`src/rtl/riscv_mc_pkg.sv`:
```
// Shared constants for the multicycle RISC-V control unit: state codes,
// opcodes, ALUOp and ALUControl encodings.
package riscv_mc_pkg;

  localparam int XLEN_OP   = 7;
  localparam int ALUCTRL_W = 3;

  typedef logic [3:0] statetype;

  localparam statetype FETCH    = 4'd0;
  localparam statetype DECODE   = 4'd1;
  localparam statetype MEMADR   = 4'd2;
  localparam statetype MEMREAD  = 4'd3;
  localparam statetype MEMWB    = 4'd4;
  localparam statetype MEMWRITE = 4'd5;
  localparam statetype EXECUTER = 4'd6;
  localparam statetype EXECUTEI = 4'd7;
  localparam statetype ALUWB    = 4'd8;
  localparam statetype BEQ      = 4'd9;
  localparam statetype JAL      = 4'd10;

  localparam logic [XLEN_OP-1:0] OP_LW  = 7'b0000011;
  localparam logic [XLEN_OP-1:0] OP_SW  = 7'b0100011;
  localparam logic [XLEN_OP-1:0] OP_R   = 7'b0110011;
  localparam logic [XLEN_OP-1:0] OP_I   = 7'b0010011;
  localparam logic [XLEN_OP-1:0] OP_BEQ = 7'b1100011;
  localparam logic [XLEN_OP-1:0] OP_JAL = 7'b1101111;

  localparam logic [1:0] ALUOP_ADD  = 2'b00;
  localparam logic [1:0] ALUOP_SUB  = 2'b01;
  localparam logic [1:0] ALUOP_FUNC = 2'b10;

  localparam logic [ALUCTRL_W-1:0] ALU_ADD = 3'b000;
  localparam logic [ALUCTRL_W-1:0] ALU_SUB = 3'b001;
  localparam logic [ALUCTRL_W-1:0] ALU_AND = 3'b010;
  localparam logic [ALUCTRL_W-1:0] ALU_OR  = 3'b011;
  localparam logic [ALUCTRL_W-1:0] ALU_SLT = 3'b101;

  function automatic logic is_supported(input logic [XLEN_OP-1:0] op);
    logic ok;
    case (op)
      OP_LW, OP_SW, OP_R, OP_I, OP_BEQ, OP_JAL: ok = 1'b1;
      default:                                  ok = 1'b0;
    endcase
    return ok;
  endfunction

endpackage

```
`src/rtl/aludec.sv`:
```
// Combinational ALU decoder: maps ALUOp plus instruction fields to ALUControl.
module aludec
  import riscv_mc_pkg::*;
(
  input  logic                 op5,
  input  logic [2:0]           funct3,
  input  logic                 funct7b5,
  input  logic [1:0]           aluop,
  output logic [ALUCTRL_W-1:0] alucontrol
);

  // ALU operation select; only R-type with funct7b5 set turns funct3=000 into sub
  always_comb begin
    alucontrol = ALU_ADD;
    case (aluop)
      ALUOP_ADD: alucontrol = ALU_ADD;
      ALUOP_SUB: alucontrol = ALU_SUB;
      ALUOP_FUNC: begin
        case (funct3)
          3'b000: begin
            if (op5 & funct7b5) alucontrol = ALU_SUB;
            else                alucontrol = ALU_ADD;
          end
          3'b010:  alucontrol = ALU_SLT;
          3'b110:  alucontrol = ALU_OR;
          3'b111:  alucontrol = ALU_AND;
          default: alucontrol = ALU_ADD;
        endcase
      end
      default: alucontrol = ALU_ADD;
    endcase
  end

endmodule

```
`src/rtl/mc_fsm.sv`:
```
// Moore sequencer for the multicycle datapath: state register, next-state
// logic and per-state control decode. Write enables are held low during reset.
module mc_fsm
  import riscv_mc_pkg::*;
(
  input  logic               clk,
  input  logic               reset,
  input  logic [XLEN_OP-1:0] op,
  input  logic               memready,
  output logic               adrsrc,
  output logic               memwrite,
  output logic               irwrite,
  output logic [1:0]         resultsrc,
  output logic [1:0]         alusrca,
  output logic [1:0]         alusrcb,
  output logic [1:0]         aluop,
  output logic               regwrite,
  output logic               pcupdate,
  output logic               branch,
  output logic               illegalinstr
);

  statetype state_r;
  statetype next_state_s;
  logic     memwrite_s;
  logic     irwrite_s;
  logic     regwrite_s;
  logic     pcupdate_s;
  logic     branch_s;
  logic     illegal_s;

  // State register
  always_ff @(posedge clk) begin
    if (reset) state_r <= FETCH;
    else       state_r <= next_state_s;
  end

  // Next-state selection
  always_comb begin
    next_state_s = FETCH;
    case (state_r)
      FETCH: begin
        if (memready) next_state_s = DECODE;
        else          next_state_s = FETCH;
      end
      DECODE: begin
        case (op)
          OP_LW, OP_SW: next_state_s = MEMADR;
          OP_R:         next_state_s = EXECUTER;
          OP_I:         next_state_s = EXECUTEI;
          OP_BEQ:       next_state_s = BEQ;
          OP_JAL:       next_state_s = JAL;
          default:      next_state_s = FETCH;
        endcase
      end
      MEMADR: begin
        if (op == OP_LW) next_state_s = MEMREAD;
        else             next_state_s = MEMWRITE;
      end
      MEMREAD: begin
        if (memready) next_state_s = MEMWB;
        else          next_state_s = MEMREAD;
      end
      MEMWRITE: begin
        if (memready) next_state_s = FETCH;
        else          next_state_s = MEMWRITE;
      end
      EXECUTER: next_state_s = ALUWB;
      EXECUTEI: next_state_s = ALUWB;
      JAL:      next_state_s = ALUWB;
      MEMWB:    next_state_s = FETCH;
      ALUWB:    next_state_s = FETCH;
      BEQ:      next_state_s = FETCH;
      default:  next_state_s = FETCH;
    endcase
  end

  // Per-state control decode; anything not set below stays at zero
  always_comb begin
    adrsrc     = 1'b0;
    memwrite_s = 1'b0;
    irwrite_s  = 1'b0;
    resultsrc  = 2'b00;
    alusrca    = 2'b00;
    alusrcb    = 2'b00;
    aluop      = ALUOP_ADD;
    regwrite_s = 1'b0;
    pcupdate_s = 1'b0;
    branch_s   = 1'b0;
    illegal_s  = 1'b0;
    case (state_r)
      FETCH: begin
        alusrcb    = 2'b10;
        resultsrc  = 2'b10;
        irwrite_s  = memready;
        pcupdate_s = memready;
      end
      DECODE: begin
        alusrca   = 2'b01;
        alusrcb   = 2'b01;
        illegal_s = ~is_supported(op);
      end
      MEMADR: begin
        alusrca = 2'b10;
        alusrcb = 2'b01;
      end
      MEMREAD: adrsrc = 1'b1;
      MEMWB: begin
        resultsrc  = 2'b01;
        regwrite_s = 1'b1;
      end
      MEMWRITE: begin
        adrsrc     = 1'b1;
        memwrite_s = 1'b1;
      end
      EXECUTER: begin
        alusrca = 2'b10;
        aluop   = ALUOP_FUNC;
      end
      EXECUTEI: begin
        alusrca = 2'b10;
        alusrcb = 2'b01;
        aluop   = ALUOP_FUNC;
      end
      ALUWB: regwrite_s = 1'b1;
      BEQ: begin
        alusrca  = 2'b10;
        aluop    = ALUOP_SUB;
        branch_s = 1'b1;
      end
      JAL: begin
        alusrca    = 2'b01;
        alusrcb    = 2'b10;
        pcupdate_s = 1'b1;
      end
      default: begin
        adrsrc = 1'b0;
      end
    endcase
  end

  assign memwrite     = memwrite_s & ~reset;
  assign irwrite      = irwrite_s  & ~reset;
  assign regwrite     = regwrite_s & ~reset;
  assign pcupdate     = pcupdate_s & ~reset;
  assign branch       = branch_s   & ~reset;
  assign illegalinstr = illegal_s  & ~reset;

endmodule

```
`src/rtl/multicycle_controller.sv`:
```
// Control unit for the multicycle RISC-V datapath: sequencer, ALU decoder,
// immediate-format decode and PC write enable.
module multicycle_controller
  import riscv_mc_pkg::*;
(
  input  logic                 clk,
  input  logic                 reset,
  input  logic [XLEN_OP-1:0]   op,
  input  logic [2:0]           funct3,
  input  logic                 funct7b5,
  input  logic                 Zero,
  input  logic                 MemReady,
  output logic                 PCWrite,
  output logic                 AdrSrc,
  output logic                 MemWrite,
  output logic                 IRWrite,
  output logic [1:0]           ResultSrc,
  output logic [1:0]           ALUSrcA,
  output logic [1:0]           ALUSrcB,
  output logic [ALUCTRL_W-1:0] ALUControl,
  output logic [1:0]           ImmSrc,
  output logic                 RegWrite,
  output logic                 IllegalInstr
);

  logic [1:0] aluop_s;
  logic       pcupdate_s;
  logic       branch_s;

  mc_fsm u_fsm (
    .clk          (clk),
    .reset        (reset),
    .op           (op),
    .memready     (MemReady),
    .adrsrc       (AdrSrc),
    .memwrite     (MemWrite),
    .irwrite      (IRWrite),
    .resultsrc    (ResultSrc),
    .alusrca      (ALUSrcA),
    .alusrcb      (ALUSrcB),
    .aluop        (aluop_s),
    .regwrite     (RegWrite),
    .pcupdate     (pcupdate_s),
    .branch       (branch_s),
    .illegalinstr (IllegalInstr)
  );

  aludec u_aludec (
    .op5        (op[5]),
    .funct3     (funct3),
    .funct7b5   (funct7b5),
    .aluop      (aluop_s),
    .alucontrol (ALUControl)
  );

  // Immediate format from opcode; unsupported opcodes fall back to I-type
  always_comb begin
    ImmSrc = 2'b00;
    case (op)
      OP_LW, OP_I: ImmSrc = 2'b00;
      OP_SW:       ImmSrc = 2'b01;
      OP_BEQ:      ImmSrc = 2'b10;
      OP_JAL:      ImmSrc = 2'b11;
      default:     ImmSrc = 2'b00;
    endcase
  end

  assign PCWrite = pcupdate_s | (branch_s & Zero);

endmodule
```
`config.mk`:
```
export PLATFORM = sky130hd
export DESIGN_NAME = multicycle_controller
export DESIGN_NICKNAME = d
export VERILOG_FILES = /design/src/rtl/riscv_mc_pkg.sv /design/src/rtl/aludec.sv /design/src/rtl/mc_fsm.sv /design/src/rtl/multicycle_controller.sv
export SDC_FILE = /design/constraint.sdc
export NUM_CORES = 1
export LEC_CHECK = 0
export BUFFER_PORTS_ARGS = -buffer_cell sky130_fd_sc_hd__buf_4
export CORE_MARGIN = 3
export CORE_UTILIZATION = 44
export DETAILED_ROUTE_END_ITERATION = 6
export HOLD_SLACK_MARGIN = 0.02
export PLACE_DENSITY = 0.76
export RECOVER_POWER = 25
export SLEW_MARGIN = 10
export SYNTH_ARGS = -nofsm -noshare
export SYNTH_HDL_FRONTEND = slang
export SYNTH_SLANG_ARGS = --single-unit
```
`constraint.sdc`:
```
create_clock -name clk -period 1.5 [get_ports clk]
set_input_delay 0 -clock clk [delete_from_list [all_inputs] [get_ports clk]]
set_output_delay 0 -clock clk [all_outputs]
set_load 0.005 [all_outputs]
```
# == Word-level counts from Yosys, hierarchy flattened ==
# Cells that the tools add are included.
# totals
output_inout_bits,17
reg_bits,4
input_bits,15
wordCells,68
# classes
bitwise,11
n_eq_ne,21
reduce_logical,12
muxes,23
# ops
cell,n
4-bit case mux with 6 select lines,1
4-bit case mux with 5 select lines,1
4-bit by 3-bit == test with 1-bit output (second input constant),4
2-bit case mux with 2 select lines,4
7-bit by 6-bit == test with 1-bit output (second input constant),2
7-bit == test (second input constant),2
4-bit == test (second input constant),3
3-bit case mux with 4 select lines,1
2-bit OR reduction,6
1-bit 2-to-1 mux,10
3-bit 2-to-1 mux,3
1-bit AND,8
4-bit by 2-bit == test with 1-bit output (second input constant),2
7-bit by 2-bit == test with 1-bit output (second input constant),1
7-bit by 5-bit == test with 1-bit output (second input constant),1
3-bit == test (second input constant),2
2-bit case mux with 3 select lines,1
3-bit case mux with 2 select lines,1
3-bit OR reduction,2
6-bit OR reduction,1
4-bit by 1-bit == test with 1-bit output (second input constant),1
4-bit zero test,1
4-bit OR reduction,1
3-bit by 2-bit == test with 1-bit output (second input constant),1
other kinds (6),7

# == Longest topological paths before layout ==
# depth
depth_word,7
mapped_depth,9

# == Cells and area by module ==
# A second synthesis with hierarchy kept.
# unflattened
hier_cells,94
area_unflattened_um2,693.2
# by_module_without_submodules
module,seq_area_each_um2,n_inst,cells_each,area_per_inst_um2
mc_fsm,80.1,1,76,545.5
aludec,0.0,1,11,96.3
multicycle_controller,0.0,1,7,51.3

# == Least setup slack after synthesis ==
# Ideal clock, no wire load.
# synth_path
kind,flip-flop to output port
startpoint,reg u_fsm.state_r[0]
endpoint,out ALUControl[2]
arrival_time_ps,1466
path_buffers,1
slack_ps,34
required_time_ps,1500
path_stages_with_launch,8
path_cell_list,dfxtp_1 buf_2 nand2b_4 nor2_1 nand2_1 inv_1 ha_1 nor4_1
# synth_via
elab_chain_cells,5
elab_cells_between_ends,8
# synth_rtl
item,line,rtl
from (decl),mc_fsm.sv:23,statetype state_r;
from (signal assigned),mc_fsm.sv:35,else state_r <= next_state_s;
4-bit by 3-bit == test with 1-bit output,mc_fsm.sv:91,case (state_r)
2-bit OR reduction (no source line),--,
2-bit case mux with 2 select lines *,mc_fsm.sv:91,
2-bit == test or 2-bit by 1-bit == test with 1-bit output (tied branches),aludec.sv:15,case (aluop)
3-bit case mux with 2 select lines *,aludec.sv:15,
to (decl),multicycle_controller.sv:20,"output logic [ALUCTRL_W-1:0] ALUControl,"
# Every way passes the cells marked *; elsewhere a longest branch is shown, timed or not.

# == Final worst setup path ==
# layout_path
startpoint,reg u_fsm.state_r[3]
endpoint,out ALUControl[0]
# The elaborated chain is that of the path after synthesis.

==> out/qor.csv <==
metric,value,unit
p_total,0.3969,mW
antenna_found_initial,0,
path_class,reg -> out,
cts_buffers,3,
cts_buffer_depth,2,
clk_pin_slew_worst_paths,0.04,ns
ys_warn_count,0,
drt_pre_antenna_iters,4,
grt_pass1_vias,808,
p_leak,0.4725,nW
fp.dieW,43.44,um
slew_headroom,0.7535,
path_cells,nand2b_4 > or2_4 > inv_2 > ha_4 > nand2_4 > nor2_2 > nor2_1 > a21oi_1 > buf_4,
ys_seq_area_frac,0.1298,
drc_errors,0,
drv_slew,0,
maxCapViolCount,0,
post_cts_buffers,0,
largest_register,u_fsm.state_r,
fmax,599.7,MHz
rsz0062_at_grt,yes,
place_inst,143,
insertion_delay,0.24,ns
grt-ovfl-total,0,
largest_reg_flops,4,
sw_frac_of_total,0.3078,
min_from,op[6],
syn-num-nets,109,
power_frac_comb,0.378,
ys_ff_latch,4,
grtUsageTotal,0.2439,
final_cells,147,
cts_sinks,4,
avgSynthCellArea,6.705,um^2
grt_max_degree,14,
r2r_start,u_fsm.state_r[1],
arrival,1.67,ns
post-place-ws,0.04978,ns
vias,906,
core,1201,um^2
required,1.50,ns
fin_crit_sh,1.112,
crit_path_start_kind,flop,
finClkSkew,0.0004796,ns
synth_cell_type_count,39,
setup_viol,3,
finalHoldViolCount,0,
dieArea,1887,um^2
drive_above_1_share,0.4887,
num_rows,12,
initial_utilization,0.5135,
wire_per_inst,15.99,um
cp-startpoint,u_fsm.state_r[3],
r2r_slack,0.07,ns
internal-power,0.2748,mW
worst_path_max_delay_cell,dfxtp_2,
pwr_density_cell,383.6,nW/um^2
fin_nets,152,
netlist_instances,92,
pwr-share-clk,0.344,
layout_commonest_cell,buf_4,
setup_slack,-0.1675,ns
ios,32,
wl,2351,um
gp_congestion,0.8978,
area_growth,67.75,%
path_max_fanout,3,
htree_levels,1,
reg.largest.list,u_fsm.state_r x4,
seqPwrFrac,0.278,
grt_pass1_wl,3532,um
finalCriticalPeriod,1.667,ns
final_area,1035,um^2
first_iter_violations,31,
n_antenna_cell,0,
endpoint_kind,primary output,
final_cell_mix,"40 x buf_4, 10 x nor2_1, 10 x nor3_1",
viasPerCell,6.163,
power.switching,0.1222,mW
cts-root-buf,clkbuf_4,
die_h,43.44,um
min_path_type,in -> reg,
outcome,finished with violations,
antenna_left,0,
io_buffers,31,
dpl_cell_area,922.1,um^2
timing.hold.ws,0.08429,ns
peakVddDrop,0.0004979,V
cts_tree,yes,
syn-cell-area,616.8,um^2
worst_pin_slew,0.3670,ns
cpPeakStageDelay,0.31,ns
violations,negative setup slack,
dpl.hpwl,1616,um
[power by group through the flow]
| stage | combinational [mW] | clock (mW) | sequential, mW |
|---|---|---|---|
| after detailed placement | 0.138 | 0 | 0.113 |
| after CTS | 0.144 | 0.136 | 0.112 |
| final | 0.150 | 0.136 | 0.111 |
| after floorplan | 0.0567 | 0 | 0.111 |
| after global placement | 0.135 | 0 | 0.113 |
| after global routing | 0.164 | 0.152 | 0.111 |
[final cells by class]
cell class | instances | area, um^2
fill | 72 | 166.4
timing repair buffer | 42 | 314.1
tap | 14 | 17.52
sequential | 4 | 87.58
clock buffer | 3 | 22.52
inverter | 5 | 18.77
multi-input combinational | 79 | 574.3
[cells in the mapped netlist (all sizes together)]
cell type	number	share of area
o21ai	3	0.024
or2	2	0.020
o211ai	1	0.012
a22oi	1	0.012
nor2	12	0.073
nand4	1	0.010
xnor2	2	0.028
a21oi	6	0.049
or3	1	0.010
nor3	11	0.097
o31a	1	0.014
ha	2	0.041
dfxtp	4	0.13
nand2b	5	0.063
xor2	2	0.028
inv	5	0.030
nand4bb	1	0.026
a311oi	1	0.014
and4	1	0.014
nand2	5	0.030
o211a	1	0.016
o32a	1	0.016
a31oi	1	0.010
and3	3	0.030
a21boi	1	0.012
and2b	1	0.012
a2111oi	1	0.014
nor2b	2	0.020
o22ai	1	0.010
nand3b	2	0.024
nor4	4	0.041
nor3b	1	0.012
buf	4	0.032
nand3	1	0.0081
a211oi	1	0.012
[layer usage]
layer	share of wire	track usage	vias to the layer above	wire length [um]
met2	0.49	0.4159	62	1156
met3	0.089	0.03734	14	210
met5	0	0	-	0
met1	0.38	0.2743	406	884
li1	-	-	424	-
met4	0.042	0.1687	0	99
[what timing repair did]
| action | in CTS | in global routing |
|---|---|---|
| pin swaps | 7 | 4 |
| gates resized for setup | 17 | 8 |
| hold buffers | 1 | 0 |
| endpoints found under the hold margin | 1 | 0 |
| endpoints found under the setup margin | 4 | 8 |
[cells by family after synthesis]
group                    share of synthesized area
XOR/XNOR                                   0.05681
AND/OR/NAND/NOR                             0.4929
flip-flops                                  0.1298
adder cells (fa/ha/maj)                    0.04056
buffers and inverters                      0.06288
AO/OA/AOI/OAI                               0.2171
[metrics by stage]
stage	TNS [ns]	util
2_1_floorplan	0	-
3_3_place_gp	0	0.7677
3_5_place_dp	0	0.7677
4_1_cts	-0.1519	0.8469
5_1_grt	-0.5178	0.8615
6_report	-0.2397	0.8615
[critical path, delay by kind of cell (launching register included)]
family | cells | cell delay, ns
simple gates | 5 | 0.57
flops | 1 | 0.31
buf+inv | 2 | 0.22
compound gates | 1 | 0.18
fa+ha+maj | 1 | 0.15
[path summary, 6_finish.rpt]
check,end,depth (start not counted)
hold reg to reg,u_fsm.state_r[3],3
setup reg to reg,u_fsm.state_r[1],5
hold / removal,u_fsm.state_r[1],3
setup / recovery,ALUControl[0],9
Note: power is estimated with default switching activity, not from simulation.
